**config.mk**
```make
export PLATFORM = sky130hd
export DESIGN_NAME = ps2_receiver_flat
export DESIGN_NICKNAME = d
export VERILOG_FILES = /design/src/rtl/ps2_receiver_if.sv /design/src/rtl/ps2_receiver.sv /design/src/flat_wrapper.sv
export SDC_FILE = /design/constraint.sdc
export NUM_CORES = 1
export LEC_CHECK = 0
export ABC_AREA = 0
export ABC_CLOCK_PERIOD_IN_PS = 6000
export CORE_MARGIN = 5
export CORE_UTILIZATION = 30
export CTS_CLUSTER_DIAMETER = 150
export CTS_CLUSTER_SIZE = 10
export DETAILED_ROUTE_END_ITERATION = 12
export PLACE_DENSITY = 0.49
export RECOVER_POWER = 25
export SLEW_MARGIN = 15
export SYNTH_ARGS = -nofsm -noshare
export SYNTH_HDL_FRONTEND = slang
export SYNTH_SLANG_ARGS = --single-unit
```
**constraint.sdc**
```tcl
create_clock -name CLK_50 -period 6 [get_ports CLK_50]
set_input_delay 1.5 -clock CLK_50 [delete_from_list [all_inputs] [get_ports CLK_50]]
set_output_delay 1.5 -clock CLK_50 [all_outputs]
set_load 0.02 [all_outputs]
```
**src/rtl/ps2_receiver_if.sv**
```systemverilog
// Scan-code output bundle from the PS/2 receiver to the ASCII translation stage.
// now_data   : last good scan code, held until the next good frame
// ready      : one-cycle strobe, now_data is new in this cycle
// parity_err : one-cycle strobe, frame dropped for bad odd parity
// frame_err  : one-cycle strobe, frame dropped for stop bit 0 or timeout
interface ps2_receiver_if;
  logic [7:0] now_data;
  logic       ready;
  logic       parity_err;
  logic       frame_err;

  modport master (output now_data, ready, parity_err, frame_err);
  modport slave  (input  now_data, ready, parity_err, frame_err);
endinterface

```
**src/rtl/ps2_receiver.sv**
```systemverilog
// PS/2 device-to-host receiver: synchronizes and deglitches the raw PS/2
// clock, deserializes 11-bit frames (start, 8 data LSB first, odd parity,
// stop) and forwards good scan codes; bad or stalled frames are flagged.
// Ports:
//   CLK_50   : system clock (only clock)
//   RST_N    : asynchronous active-low reset
//   PS2_CLK  : raw PS/2 clock pin (asynchronous)
//   PS2_DATA : raw PS/2 data pin (asynchronous)
//   out_if   : registered scan code and status strobes (master side)
module ps2_receiver #(
  parameter int unsigned FILTER_LEN     = 8,
  parameter int unsigned TIMEOUT_CYCLES = 50000
) (
  input  logic           CLK_50,
  input  logic           RST_N,
  input  logic           PS2_CLK,
  input  logic           PS2_DATA,
  ps2_receiver_if.master out_if
);

  localparam int unsigned FW = $clog2(FILTER_LEN + 1);
  localparam int unsigned TW = $clog2(TIMEOUT_CYCLES + 1);

  typedef enum logic [1:0] {IDLE, DATA, PARITY, STOP} state_e;

  state_e          state_q;
  logic [1:0]      clk_sync_q;
  logic [1:0]      data_sync_q;
  logic            filt_q;
  logic            filt_prev_q;
  logic [FW-1:0]   fcnt_q;
  logic [TW-1:0]   tcnt_q;
  logic [2:0]      bit_cnt_q;
  logic [7:0]      shift_q;
  logic            ok_q;
  logic [7:0]      now_data_q;
  logic            ready_q;
  logic            parity_err_q;
  logic            frame_err_q;

  logic            fall_c;
  logic            bit_c;

  // One-cycle falling-edge indication of the filtered PS/2 clock.
  assign fall_c = filt_prev_q & ~filt_q;
  assign bit_c  = data_sync_q[1];

  always_ff @(posedge CLK_50 or negedge RST_N) begin
    if (!RST_N) begin
      state_q      <= IDLE;
      clk_sync_q   <= 2'b11;
      data_sync_q  <= 2'b11;
      filt_q       <= 1'b1;
      filt_prev_q  <= 1'b1;
      fcnt_q       <= '0;
      tcnt_q       <= '0;
      bit_cnt_q    <= '0;
      shift_q      <= '0;
      ok_q         <= 1'b0;
      now_data_q   <= '0;
      ready_q      <= 1'b0;
      parity_err_q <= 1'b0;
      frame_err_q  <= 1'b0;
    end else begin
      clk_sync_q   <= {clk_sync_q[0], PS2_CLK};
      data_sync_q  <= {data_sync_q[0], PS2_DATA};
      filt_prev_q  <= filt_q;
      ready_q      <= 1'b0;
      parity_err_q <= 1'b0;
      frame_err_q  <= 1'b0;

      // Glitch filter: follow the synchronized clock only after it has
      // disagreed for FILTER_LEN consecutive cycles.
      if (clk_sync_q[1] != filt_q) begin
        if (fcnt_q == FW'(FILTER_LEN - 1)) begin
          filt_q <= clk_sync_q[1];
          fcnt_q <= '0;
        end else begin
          fcnt_q <= fcnt_q + FW'(1);
        end
      end else begin
        fcnt_q <= '0;
      end

      // Frame FSM; a falling edge takes priority over a timeout in the same cycle.
      if (fall_c) begin
        tcnt_q <= '0;
        case (state_q)
          IDLE: begin
            if (!bit_c) begin
              state_q   <= DATA;
              bit_cnt_q <= '0;
            end
          end
          DATA: begin
            shift_q   <= {bit_c, shift_q[7:1]};
            bit_cnt_q <= bit_cnt_q + 3'd1;
            if (bit_cnt_q == 3'd7) state_q <= PARITY;
          end
          PARITY: begin
            ok_q    <= ^{shift_q, bit_c};
            state_q <= STOP;
          end
          STOP: begin
            if (!bit_c) begin
              frame_err_q <= 1'b1;
            end else if (ok_q) begin
              now_data_q <= shift_q;
              ready_q    <= 1'b1;
            end else begin
              parity_err_q <= 1'b1;
            end
            state_q <= IDLE;
          end
          default: state_q <= IDLE;
        endcase
      end else if (state_q != IDLE) begin
        // Terminal count lands the abort TIMEOUT_CYCLES+1 cycles after the last fall.
        if (tcnt_q == TW'(TIMEOUT_CYCLES - 1)) begin
          state_q     <= IDLE;
          tcnt_q      <= '0;
          frame_err_q <= 1'b1;
        end else begin
          tcnt_q <= tcnt_q + TW'(1);
        end
      end else begin
        tcnt_q <= '0;
      end
    end
  end

  assign out_if.now_data   = now_data_q;
  assign out_if.ready      = ready_q;
  assign out_if.parity_err = parity_err_q;
  assign out_if.frame_err  = frame_err_q;

endmodule

```
**src/flat_wrapper.sv**
```systemverilog
// flat-port wrapper written by rule: the top's interface ports become plain ports
module ps2_receiver_flat 
#(
  parameter int unsigned FILTER_LEN     = 8,
  parameter int unsigned TIMEOUT_CYCLES = 50000
)
  (CLK_50, RST_N, PS2_CLK, PS2_DATA, out_if_now_data, out_if_ready, out_if_parity_err, out_if_frame_err);
  ps2_receiver_if out_if_i ();
  input  logic CLK_50;
  input  logic RST_N;
  input  logic PS2_CLK;
  input  logic PS2_DATA;
  output wire logic [$bits(out_if_i.now_data)-1:0] out_if_now_data;
  output wire logic [$bits(out_if_i.ready)-1:0] out_if_ready;
  output wire logic [$bits(out_if_i.parity_err)-1:0] out_if_parity_err;
  output wire logic [$bits(out_if_i.frame_err)-1:0] out_if_frame_err;
  assign out_if_now_data = out_if_i.now_data;
  assign out_if_ready = out_if_i.ready;
  assign out_if_parity_err = out_if_i.parity_err;
  assign out_if_frame_err = out_if_i.frame_err;
  ps2_receiver #(.FILTER_LEN(FILTER_LEN), .TIMEOUT_CYCLES(TIMEOUT_CYCLES)) u_core (.CLK_50(CLK_50), .RST_N(RST_N), .PS2_CLK(PS2_CLK), .PS2_DATA(PS2_DATA), .out_if(out_if_i));
endmodule
```
==> results of run 1 <==
## state kept, by name, indices dropped and copies added (netlist names)
| name | cells |
|---|---|
| u_core.bit_cnt_q | 3 |
| u_core.clk_sync_q | 2 |
| u_core.out_if.frame_err | 1 |
| u_core.data_sync_q | 2 |
| u_core.out_if.ready | 1 |
| u_core.out_if.parity_err | 1 |
| u_core.shift_q | 8 |
| u_core.filt_q | 1 |
| u_core.out_if.now_data | 8 |
| u_core.state_q | 2 |
| u_core.fcnt_q | 4 |
| u_core.tcnt_q | 16 |
| u_core.filt_prev_q | 1 |
| u_core.ok_q | 1 |
## power groups by stage
stage | logic, uW | clock network (uW) | registers [uW]
after CTS | 224 | 203 | 451
after floorplan | 178 | 0 | 442
after detailed placement | 223 | 0 | 457
after global placement | 225 | 0 | 456
final | 218 | 190 | 448
after global routing | 251 | 217 | 458
## cells by family (layout without fill, tap and decap cells)
family,count (synthesis),count (layout),synth area share
flops,51,51,0.5561
xor+xnor,22,22,0.08943
buf+inv,13,31,0.02168
compound gates,15,15,0.04987
simple gates,65,65,0.1474
fa+ha+maj,8,8,0.04336
mux,19,19,0.09214
## stage by stage
stage | instance area (um^2) | cells
floorplan | 2308 | 193
global placement | 2562 | 305
detailed placement | 2562 | 305
CTS | 2644 | 313
global route | 2640 | 313
finish | 2640 | 313
## cell type report
| type | count | area share |
|---|---|---|
| Sequential cell | 51 | 0.4863 |
| Multi-Input combinational cell | 129 | 0.3692 |
| Timing Repair Buffer | 16 | 0.05545 |
| Tap cell | 102 | 0.04834 |
| Clock buffer | 7 | 0.02891 |
| Inverter | 7 | 0.009953 |
| Clock inverter | 1 | 0.001896 |
## worst reg2reg max path, stage by stage, from the launching register on
cell and delay [ps]:
dfrtp_1 410, ha_1 200, nand3_1 230, or4_4 610
o41ai_2 460, buf_4 260, a21oi_1 60
## cell usage in the layout (no fill, tap or decap), drive strengths merged, types with 2 or more instances in the layout
cell type	instances
a21oi	3
a22o	2
a31o	2
buf	2
clkbuf	8
clkdlybuf4s50	11
dfrtp	45
dfstp	6
dlygate4sd3	2
ha	8
inv	7
mux2	18
nand2	9
nand2b	3
nand3	6
nand4	5
nor2	18
nor2b	2
nor3	6
nor4	4
o21ai	4
or3	3
or4	3
xnor2	14
xor2	7
## routing by layer
layer | up-vias | track usage | routed length (um)
met5 | - | 0 | 0
met4 | 0 | 0.03834 | 74
met3 | 7 | 0.02369 | 78
met2 | 15 | 0.1434 | 1831
met1 | 707 | 0.1217 | 1987
li1 | 703 | - | -
## Yosys cell counts (5+ instances only)
master     n
dfstp_2    6
nand2_1    9
mux2_2    18
inv_1      7
nand3_1    6
dfrtp_1   45
xor2_1     7
xnor2_1   14
clkbuf_1   5
nor3_1     6
nor2_1    18
ha_1       8
nand4_1    5
## how the worst max path moves through the flow
stage / end / cells after the start
final: u_core.tcnt_q[5]$_DFF_PN0_ / 2
after global routing: u_core.tcnt_q[5]$_DFF_PN0_ / 2
after CTS: out_if_now_data[0] / 1
after detailed placement: out_if_now_data[7] / 1
after global placement: out_if_now_data[0] / 1
after floorplan: u_core.state_q[0]$_DFFE_PN0P_ / 4
==> reports/qor.txt, run 1 <==
GRT Util Overall = 0.09203
hold-critical path depth = 0
largest cells by area after synthesis = dfrtp_1 (49%), mux2_2 (8.8%), dfstp_2 (6.8%)
switching share of power = 0.3167
drt first-iter violations = 43
Syn Inst Count = 193
clock root buffer = clkbuf_8
Slew @ Worst Pin = 2762 ps
CP Class = input pin to async pin
# diodes = 0
register bit count reported by yosys = 51
Async SR Flop Fraction = 1.000
CTS Hold Bufs = 0
clk slew on worst S/H paths = 80 ps
total power = 856.6 uW
setup total negative slack = 0 ps
dpl ws = 3564 ps
Tcrit/Tclk final = 0.6208
clk sink count = 51
Netlist cell types = 36
critical-path maximum fanout = 51
Post-synth EDFFs = 0
combinational fraction of design power = 0.255
Die W = 97.72 um
Seq pwr share = 0.523
cell taking the most area after synthesis = dfrtp_1
Pint = 585.4 uW
reg2reg start = u_core.tcnt_q[0]$_DFF_PN0_
failing checks = max-capacitance violations, max-slew violations
Layout fillers = 780
reg2reg setup slack = 3660 ps
worst-skew pair later-pin latency = 300 ps
Synth-to-Final Area Change = 14.36%
Critical Path Start = RST_N
row cnt = 32
antenna violations before repair = 0
pin count of the biggest net entering global routing = 52
syn_area_per_cell = 11.96 um^2
IO Count = 15
synthesized net count = 205
Buf+Inv Stages, Crit Path = 2
TritonCTS clock tree = done
Total Wirelength = 3.972 mm
Post-CTS Resized = 0
PnR worst setup slack = 2275 ps
vias in the first global route = 1510
Via Count = 1432
Setup Skew = 7.514 ps
Initial Util = 0.3035
critical path cell sequence = buf_2 > clkbuf_1
Port Buffers = 14
post-CTS setup buffers = 0
Multi-input gate area = 974.7 um^2
DPL Wire Length = 2.709 mm
CP peak stage delay = 1940 ps
H-tree levels = 2
drc violations = 0
Worst Path Arrival = 3540 ps
slowest CP cell = clkbuf_1
Clock Path Buffers = 2
GP Congestion = 0.7438
status = finished, violations left
hold path startpoint = u_core.data_sync_q[0]$_DFF_PN1_
Worst Path Required = 5810 ps
WL/cell = 12.69 um
P_sw = 271.3 uW
Min Hold Slack = 357.8 ps
Hold Crit Class = flop to flop
cell area after synthesis = 2308 um^2
Peak VDD IR = 0.1495 mV
Rel. slew slack = -0.8415
Main synth FF type = dfrtp_1
Final setup viols = 0
1st-pass router iterations = 4
CP endpoint kind = async pin
Die Footprint = 9549 um^2
Antenna Nets Post-Route = 0
Fin. Hold Viols = 0
Reg2Reg Depth = 6
first-pass GRT wire length = 7.238 mm
chip height = 97.72 um
CP startpoint kind = input pin
ratio of cells with drive above 1 in the final layout = 0.1659
FF-to-FF End = u_core.tcnt_q[15]$_DFF_PN0_
hold endpoint = u_core.data_sync_q[1]$_DFF_PN1_
Slew Limit Fails = 52
core area = 7607 um^2
CP delay by family, top = buffers and inverters
Util after Layout = 0.3470
P per Cell Area = 324.5 nW/um^2
Seq/Total Area, Yosys = 0.5561
RSZ-0062 raised after global routing = false
max-cap violations = 1
clock power share = 0.221
Ys Warns = 0
min Tclk post-route = 3725 ps
CTS buffer count = 5
grt ovf = 0
Net count, final = 222
area share of the largest cell type after synthesis = 0.4878
register area = 1284 um^2
Leak = 0.001178 uW
routed vias/inst = 4.575
Achievable Freq = 0.2685 GHz
Note: power is estimated with default switching activity, not from simulation.
==> inputs of run 2 (changes only) <==
- ABC_CLOCK_PERIOD_IN_PS: 6000 -> 3800
- clock period: 6 -> 3.8 ns (I/O delays scaled with it)
==> run 2 against run 1 <==
Compared with the run above:
- the run still ends with max-capacitance violations, max-slew violations left
- routed wire length fell by 1.4%
- via count fell by 1.3%
- clock skew rose by 3.7 ps
- combinational power grew 59%
- critical path type is now flop to flop
- non-clock buffer count did not move
- register-to-register slack got worse by 2400 ps
- largest power group unchanged
- critical path depth increased by 4
- hold slack about the same
- global-route usage down 0.079 points
- sequential share of layout area fell by 0.50 points
==> reports/qor.txt, run 2 (synthesis gave the netlist of run 1 again) <==
core area = 7607 um^2 (unchanged)
pin count of the biggest net entering global routing = 34 (was 52)
Die W = 97.72 um (unchanged)
Worst Path Arrival = 2740 ps (was 3540 ps)
Post-CTS Resized = 0 (unchanged)
Slew Limit Fails = 34 (was 52)
clk slew on worst S/H paths = 100 ps (was 80 ps)
Rel. slew slack = -0.2225 (was -0.8415)
drt first-iter violations = 41 (was 43)
CP startpoint kind = flop (was input pin)
setup total negative slack = 0 ps (unchanged)
# diodes = 0 (unchanged)
Achievable Freq = 0.3929 GHz
first-pass GRT wire length = 7.182 mm (was 7.238 mm)
worst-skew pair later-pin latency = 300 ps (about the same)
max reg flops = 16 (unchanged)
Fin. Hold Viols = 0 (unchanged)
Via Count = 1413 (was 1432)
Post-Place Cells = 305 (unchanged)
critical-path maximum fanout = 7 (was 51)
vias in the first global route = 1473 (was 1510)
IO Count = 15 (unchanged)
CP Class = flop to flop (was input pin to async pin)
Initial Util = 0.3035 (unchanged)
commonest non-fill, non-tap cell in the layout = dfrtp_1 (unchanged)
Top reg by flops = u_core.tcnt_q (unchanged)
1st-pass router iterations = 4 (unchanged)
Die Footprint = 9549 um^2 (unchanged)
WL/cell = 12.55 um (was 12.69 um)
chip height = 97.72 um (unchanged)
Port Buffers = 14 (unchanged)
min Tclk post-route = 2545 ps
Non-Filler Instances = 312 (was 313)
drc violations = 0 (unchanged)
status = finished, violations left (unchanged)
CTS Hold Bufs = 0 (unchanged)
RSZ-0062 raised after global routing = false (unchanged)
antenna violations before repair = 0 (unchanged)
PnR worst setup slack = 1255 ps (was 2275 ps)
Tcrit/Tclk final = 0.6697
Total Wirelength = 3.915 mm (was 3.972 mm)
clock root buffer = clkbuf_8 (unchanged)
CP peak stage delay = 620 ps (was 1940 ps)
GRT Util Overall = 0.09124 (was 0.09203)
CP endpoint kind = flop (was async pin)
failing checks = max-capacitance violations, max-slew violations (unchanged)
Final setup viols = 0 (unchanged)
Net count, final = 222 (unchanged)
dpl ws = 1299 ps (was 3564 ps)
Buf+Inv Stages, Crit Path = 1 (was 2)
slowest CP cell = or4_4 (was clkbuf_1)
Setup Skew = 11.21 ps (was 7.514 ps)
Peak VDD IR = 0.1839 mV (was 0.1495 mV)
Clock Path Buffers = 2 (unchanged)
DPL Wire Length = 2.799 mm (was 2.709 mm)
Synth-to-Final Area Change = 15.56% (was 14.36%)
Hold Crit Class = flop to flop (unchanged)
max-cap violations = 1 (unchanged)
row cnt = 32 (unchanged)
TritonCTS clock tree = done (unchanged)
ratio of cells with drive above 1 in the final layout = 0.1762 (was 0.1659)
commonest non-fill, non-tap cells in the layout = dfrtp_1 (45), nor2_1 (18), mux2_2 (18), xnor2_1 (14), clkdlybuf4s50_1 (11) (unchanged)
CTS buffer count = 5 (unchanged)
P per Cell Area = 534.1 nW/um^2 (was 324.5 nW/um^2)
Worst Path Required = 3990 ps (was 5810 ps)
clk sink count = 51 (unchanged)
GP Congestion = 0.7976 (was 0.7438)
routed vias/inst = 4.529 (was 4.575)
Slew @ Worst Pin = 1834 ps (was 2762 ps)
H-tree levels = 2 (unchanged)
post-CTS setup buffers = 0 (unchanged)
CP delay by family, top = simple AND/OR/NAND/NOR gates (was buffers and inverters)
Leak = 0.001187 uW (was 0.001178 uW)
critical path cell sequence = ha_1 > nand3_1 > or4_4 > o41ai_2 > buf_4 > nor2_1 (was buf_2 > clkbuf_1)
grt ovf = 0 (unchanged)
Antenna Nets Post-Route = 0 (unchanged)
## run 2: changes by cell type in the layout (fill, tap and decap cells not counted), sizes merged
cell and change:
clkbuf -2, clkinv -1, clkinvlp +1, bufinv +1
## run 2: power breakdown
| group | internal [uW] | switching, uW | leakage [uW] |
|---|---|---|---|
| registers | 628 | 80.9 | 0.000673 |
| logic | 168 | 178 | 0.000463 |
| clock network | 193 | 177 | 0.0000502 |
## run 2: worst register-to-register path, stage by stage (launching register included)
cell and delay [ps]:
dfrtp_1 410, ha_1 210, nand3_1 240, or4_4 620
o41ai_2 620, buf_4 270, nor2_1 50
## run 2: per-layer routing
metal  up-vias  wire length, um  global-route usage
met5         -                0                   0
met4         0               64             0.03834
met3         5               98             0.02010
met2        15             1779              0.1407
met1       696             1971              0.1238
li1        697                -                   -
## run 2: area by class of cell
type                    count  area (um^2)
fillers                   785         4940
flip-flops and latches     51         1284
multi-input cells         129        974.7
repair buffers             16        148.9
well taps                 102        127.6
clock buffers               5        68.82
clock inverters             2        37.54
inverters                   7        26.28
## run 2: final timing paths
check | depth (start not counted) | endpoint | slack [ps] | startpoint
max | 6 | u_core.tcnt_q[3]$_DFF_PN0_ | 1260 | u_core.tcnt_q[0]$_DFF_PN0_
min | 0 | u_core.data_sync_q[1]$_DFF_PN1_ | 360 | u_core.data_sync_q[0]$_DFF_PN1_
max reg2reg | 6 | u_core.tcnt_q[3]$_DFF_PN0_ | 1260 | u_core.tcnt_q[0]$_DFF_PN0_
min reg2reg | 0 | u_core.data_sync_q[1]$_DFF_PN1_ | 360 | u_core.data_sync_q[0]$_DFF_PN1_
max in group asynchronous | 2 | u_core.clk_sync_q[1]$_DFF_PN1_ | 1490 | RST_N
min in group asynchronous | 1 | u_core.tcnt_q[11]$_DFF_PN0_ | 1130 | RST_N
## run 2: through the flow
stage	cell area [um^2]	hold slack (ps)	util	total power (uW)
after floorplan	2308	345.2	-	979.6
after global placement	2562	345.7	0.3368	1075
after detailed placement	2562	347.6	0.3368	1075
after CTS	2669	360.7	0.3508	1455
after global routing	2668	369.5	0.3507	1526
final	2668	358.3	0.3507	1425
==> inputs of run 3 (changes only) <==
- ABC_CLOCK_PERIOD_IN_PS: 3800 -> 2300
- PLACE_DENSITY: 0.49 -> 0.51
- clock period: 3.8 -> 2.3 ns (I/O delays scaled with it)
==> run 3 against run 2 <==
Compared with the run above:
- maximum frequency grew 17%
- clock-buffer cell count stayed put
- highest routed layer unchanged
- critical endpoint is now u_core.state_q[0]$_DFFE_PN0P_
- global-route usage hardly changed
- the run now ends clean
- sequential cell count did not move
==> reports/qor.txt, run 3 (synthesis gave the netlist of run 1 again) <==
status = finished clean (was finished, violations left)
setup total negative slack = 0 ps (unchanged)
worst-skew pair later-pin latency = 310 ps (was 300 ps)
ratio of cells with drive above 1 in the final layout = 0.1878 (was 0.1762)
CP endpoint kind = flop (unchanged)
Slew @ Worst Pin = 1192 ps (was 1834 ps)
critical path cell sequence = or4_1 > or4_4 > or4_4 > a31o_1 (was ha_1 > nand3_1 > or4_4 > o41ai_2 > buf_4 > nor2_1)
Port Buffers = 14 (unchanged)
Top reg by flops = u_core.tcnt_q (unchanged)
clk sink count = 51 (unchanged)
grt ovf = 0 (unchanged)
CP peak stage delay = 520 ps (was 620 ps)
1st-pass router iterations = 4 (unchanged)
dpl ws = 139.1 ps (was 1299 ps)
chip height = 97.72 um (unchanged)
antenna violations before repair = 0 (unchanged)
post-CTS setup buffers = 0 (unchanged)
RSZ-0062 raised after global routing = false (unchanged)
max reg flops = 16 (unchanged)
Die Footprint = 9549 um^2 (unchanged)
DPL Wire Length = 2.744 mm (was 2.799 mm)
Peak VDD IR = 0.3514 mV (was 0.1839 mV)
hold endpoint = u_core.clk_sync_q[1]$_DFF_PN1_ (was u_core.data_sync_q[1]$_DFF_PN1_)
# diodes = 0 (unchanged)
CP Class = flop to flop (unchanged)
IO Count = 15 (unchanged)
Die W = 97.72 um (unchanged)
min Tclk post-route = 2172 ps (was 2545 ps)
commonest non-fill, non-tap cell in the layout = dfrtp_1 (unchanged)
Via Count = 1416 (was 1413)
Post-CTS Resized = 0 (unchanged)
Worst Path Required = 2500 ps (was 3990 ps)
register area = 1284 um^2 (unchanged)
Achievable Freq = 0.4604 GHz (was 0.3929 GHz)
Rel. slew slack = 0.2055 (was -0.2225)
core area = 7607 um^2 (unchanged)
Total Wirelength = 3.976 mm (was 3.915 mm)
PnR worst setup slack = 128.1 ps (was 1255 ps)
Worst Path Arrival = 2380 ps (was 2740 ps)
FF-to-FF End = u_core.state_q[0]$_DFFE_PN0P_ (was u_core.tcnt_q[3]$_DFF_PN0_)
hold path startpoint = u_core.clk_sync_q[0]$_DFF_PN1_ (was u_core.data_sync_q[0]$_DFF_PN1_)
Setup Skew = 9.167 ps (was 11.21 ps)
reg2reg start = u_core.tcnt_q[7]$_DFF_PN0_ (was u_core.tcnt_q[0]$_DFF_PN0_)
drt first-iter violations = 77 (was 41)
CTS buffer count = 5 (unchanged)
H-tree levels = 2 (unchanged)
clk slew on worst S/H paths = 90 ps (was 100 ps)
commonest non-fill, non-tap cells in the layout = dfrtp_1 (45), nor2_1 (18), mux2_2 (18), xnor2_1 (14), clkdlybuf4s50_1 (11) (unchanged)
critical-path maximum fanout = 4 (was 7)
WL/cell = 12.62 um (was 12.55 um)
Final setup viols = 0 (unchanged)
GP Congestion = 0.7845 (was 0.7976)
Layout fillers = 766 (was 785)
drc violations = 0 (unchanged)
GRT Util Overall = 0.09133 (was 0.09124)
hold-critical path depth = 0 (unchanged)
Tcrit/Tclk final = 0.9443 (was 0.6697)
TritonCTS clock tree = done (unchanged)
most common cell type on the critical path = or4_4
Buf+Inv Stages, Crit Path = 0 (was 1)
CTS Hold Bufs = 0 (unchanged)
first-pass GRT wire length = 7.134 mm (was 7.182 mm)
Hold Crit Class = flop to flop (unchanged)
Initial Util = 0.3035 (unchanged)
max-cap violations = 0 (was 1)
routed vias/inst = 4.495 (was 4.529)
Fin. Hold Viols = 0 (unchanged)
slowest CP cell = or4_1 (was or4_4)
Reg2Reg Depth = 4 (was 6)
pin count of the biggest net entering global routing = 31 (was 34)
vias in the first global route = 1526 (was 1473)
Net count, final = 224 (was 222)
clock root buffer = clkbuf_8 (unchanged)
Leak = 0.001203 uW (was 0.001187 uW)
Antenna Nets Post-Route = 0 (unchanged)
CP delay by family, top = simple AND/OR/NAND/NOR gates (unchanged)
Multi-input gate area = 974.7 um^2 (unchanged)
reg2reg setup slack = 130 ps (was 1260 ps)
CP startpoint kind = flop (unchanged)
P per Cell Area = 890.4 nW/um^2 (was 534.1 nW/um^2)
Slew Limit Fails = 0 (was 34)
Synth-to-Final Area Change = 16.37% (was 15.56%)
row cnt = 32 (unchanged)
Clock Path Buffers = 2 (unchanged)
[run 3: how the worst max path moves through the flow]
stage	depth (start not counted)	startpoint	end	slack [ps]
finish	4	u_core.tcnt_q[7]$_DFF_PN0_	u_core.state_q[0]$_DFFE_PN0P_	130
global route	4	u_core.tcnt_q[7]$_DFF_PN0_	u_core.state_q[0]$_DFFE_PN0P_	70
CTS	4	u_core.tcnt_q[7]$_DFF_PN0_	u_core.state_q[0]$_DFFE_PN0P_	120
detailed placement	4	u_core.tcnt_q[7]$_DFF_PN0_	u_core.state_q[0]$_DFFE_PN0P_	140
global placement	4	u_core.tcnt_q[10]$_DFF_PN0_	u_core.state_q[0]$_DFFE_PN0P_	160
floorplan	4	u_core.tcnt_q[10]$_DFF_PN0_	u_core.state_q[0]$_DFFE_PN0P_	200
[run 3: where the power goes]
part	internal, uW	switching, uW
Combinational	288	303
Clock	324	304
Sequential	1040	135
[run 3: area by class of cell]
class / count / area share
Clock inverter: 3 / 0.01630
Tap cell: 102 / 0.04751
Clock buffer: 5 / 0.02562
Inverter: 7 / 0.009781
Multi-Input combinational cell: 129 / 0.3628
Timing Repair Buffer: 18 / 0.06008
Sequential cell: 51 / 0.4779
[run 3: through the flow]
stage                     hold slack [ps]  utilization  power, uW  std cells  cell area, um^2
after floorplan                     279.4            -       1618        193             2308
after global placement              345.9       0.3405       1787        307             2590
after detailed placement            347.2       0.3405       1795        307             2590
after CTS                           247.0       0.3553       2440        315             2703
after global routing                367.4       0.3531       2545        315             2686
final                               359.5       0.3531       2392        315             2686
[run 3: routing by layer]
layer	part of all wire	GRT usage	up-vias
met5	0	0	-
met4	0.024	0.05005	0
met3	0.031	0.02584	7
met2	0.47	0.1392	15
met1	0.47	0.1169	687
li1	-	-	707
[run 3: worst reg2reg max path: stages, from the launching register on]
cell	delay, ps
dfrtp_1	430
or4_1	520
or4_4	440
or4_4	460
a31o_1	220
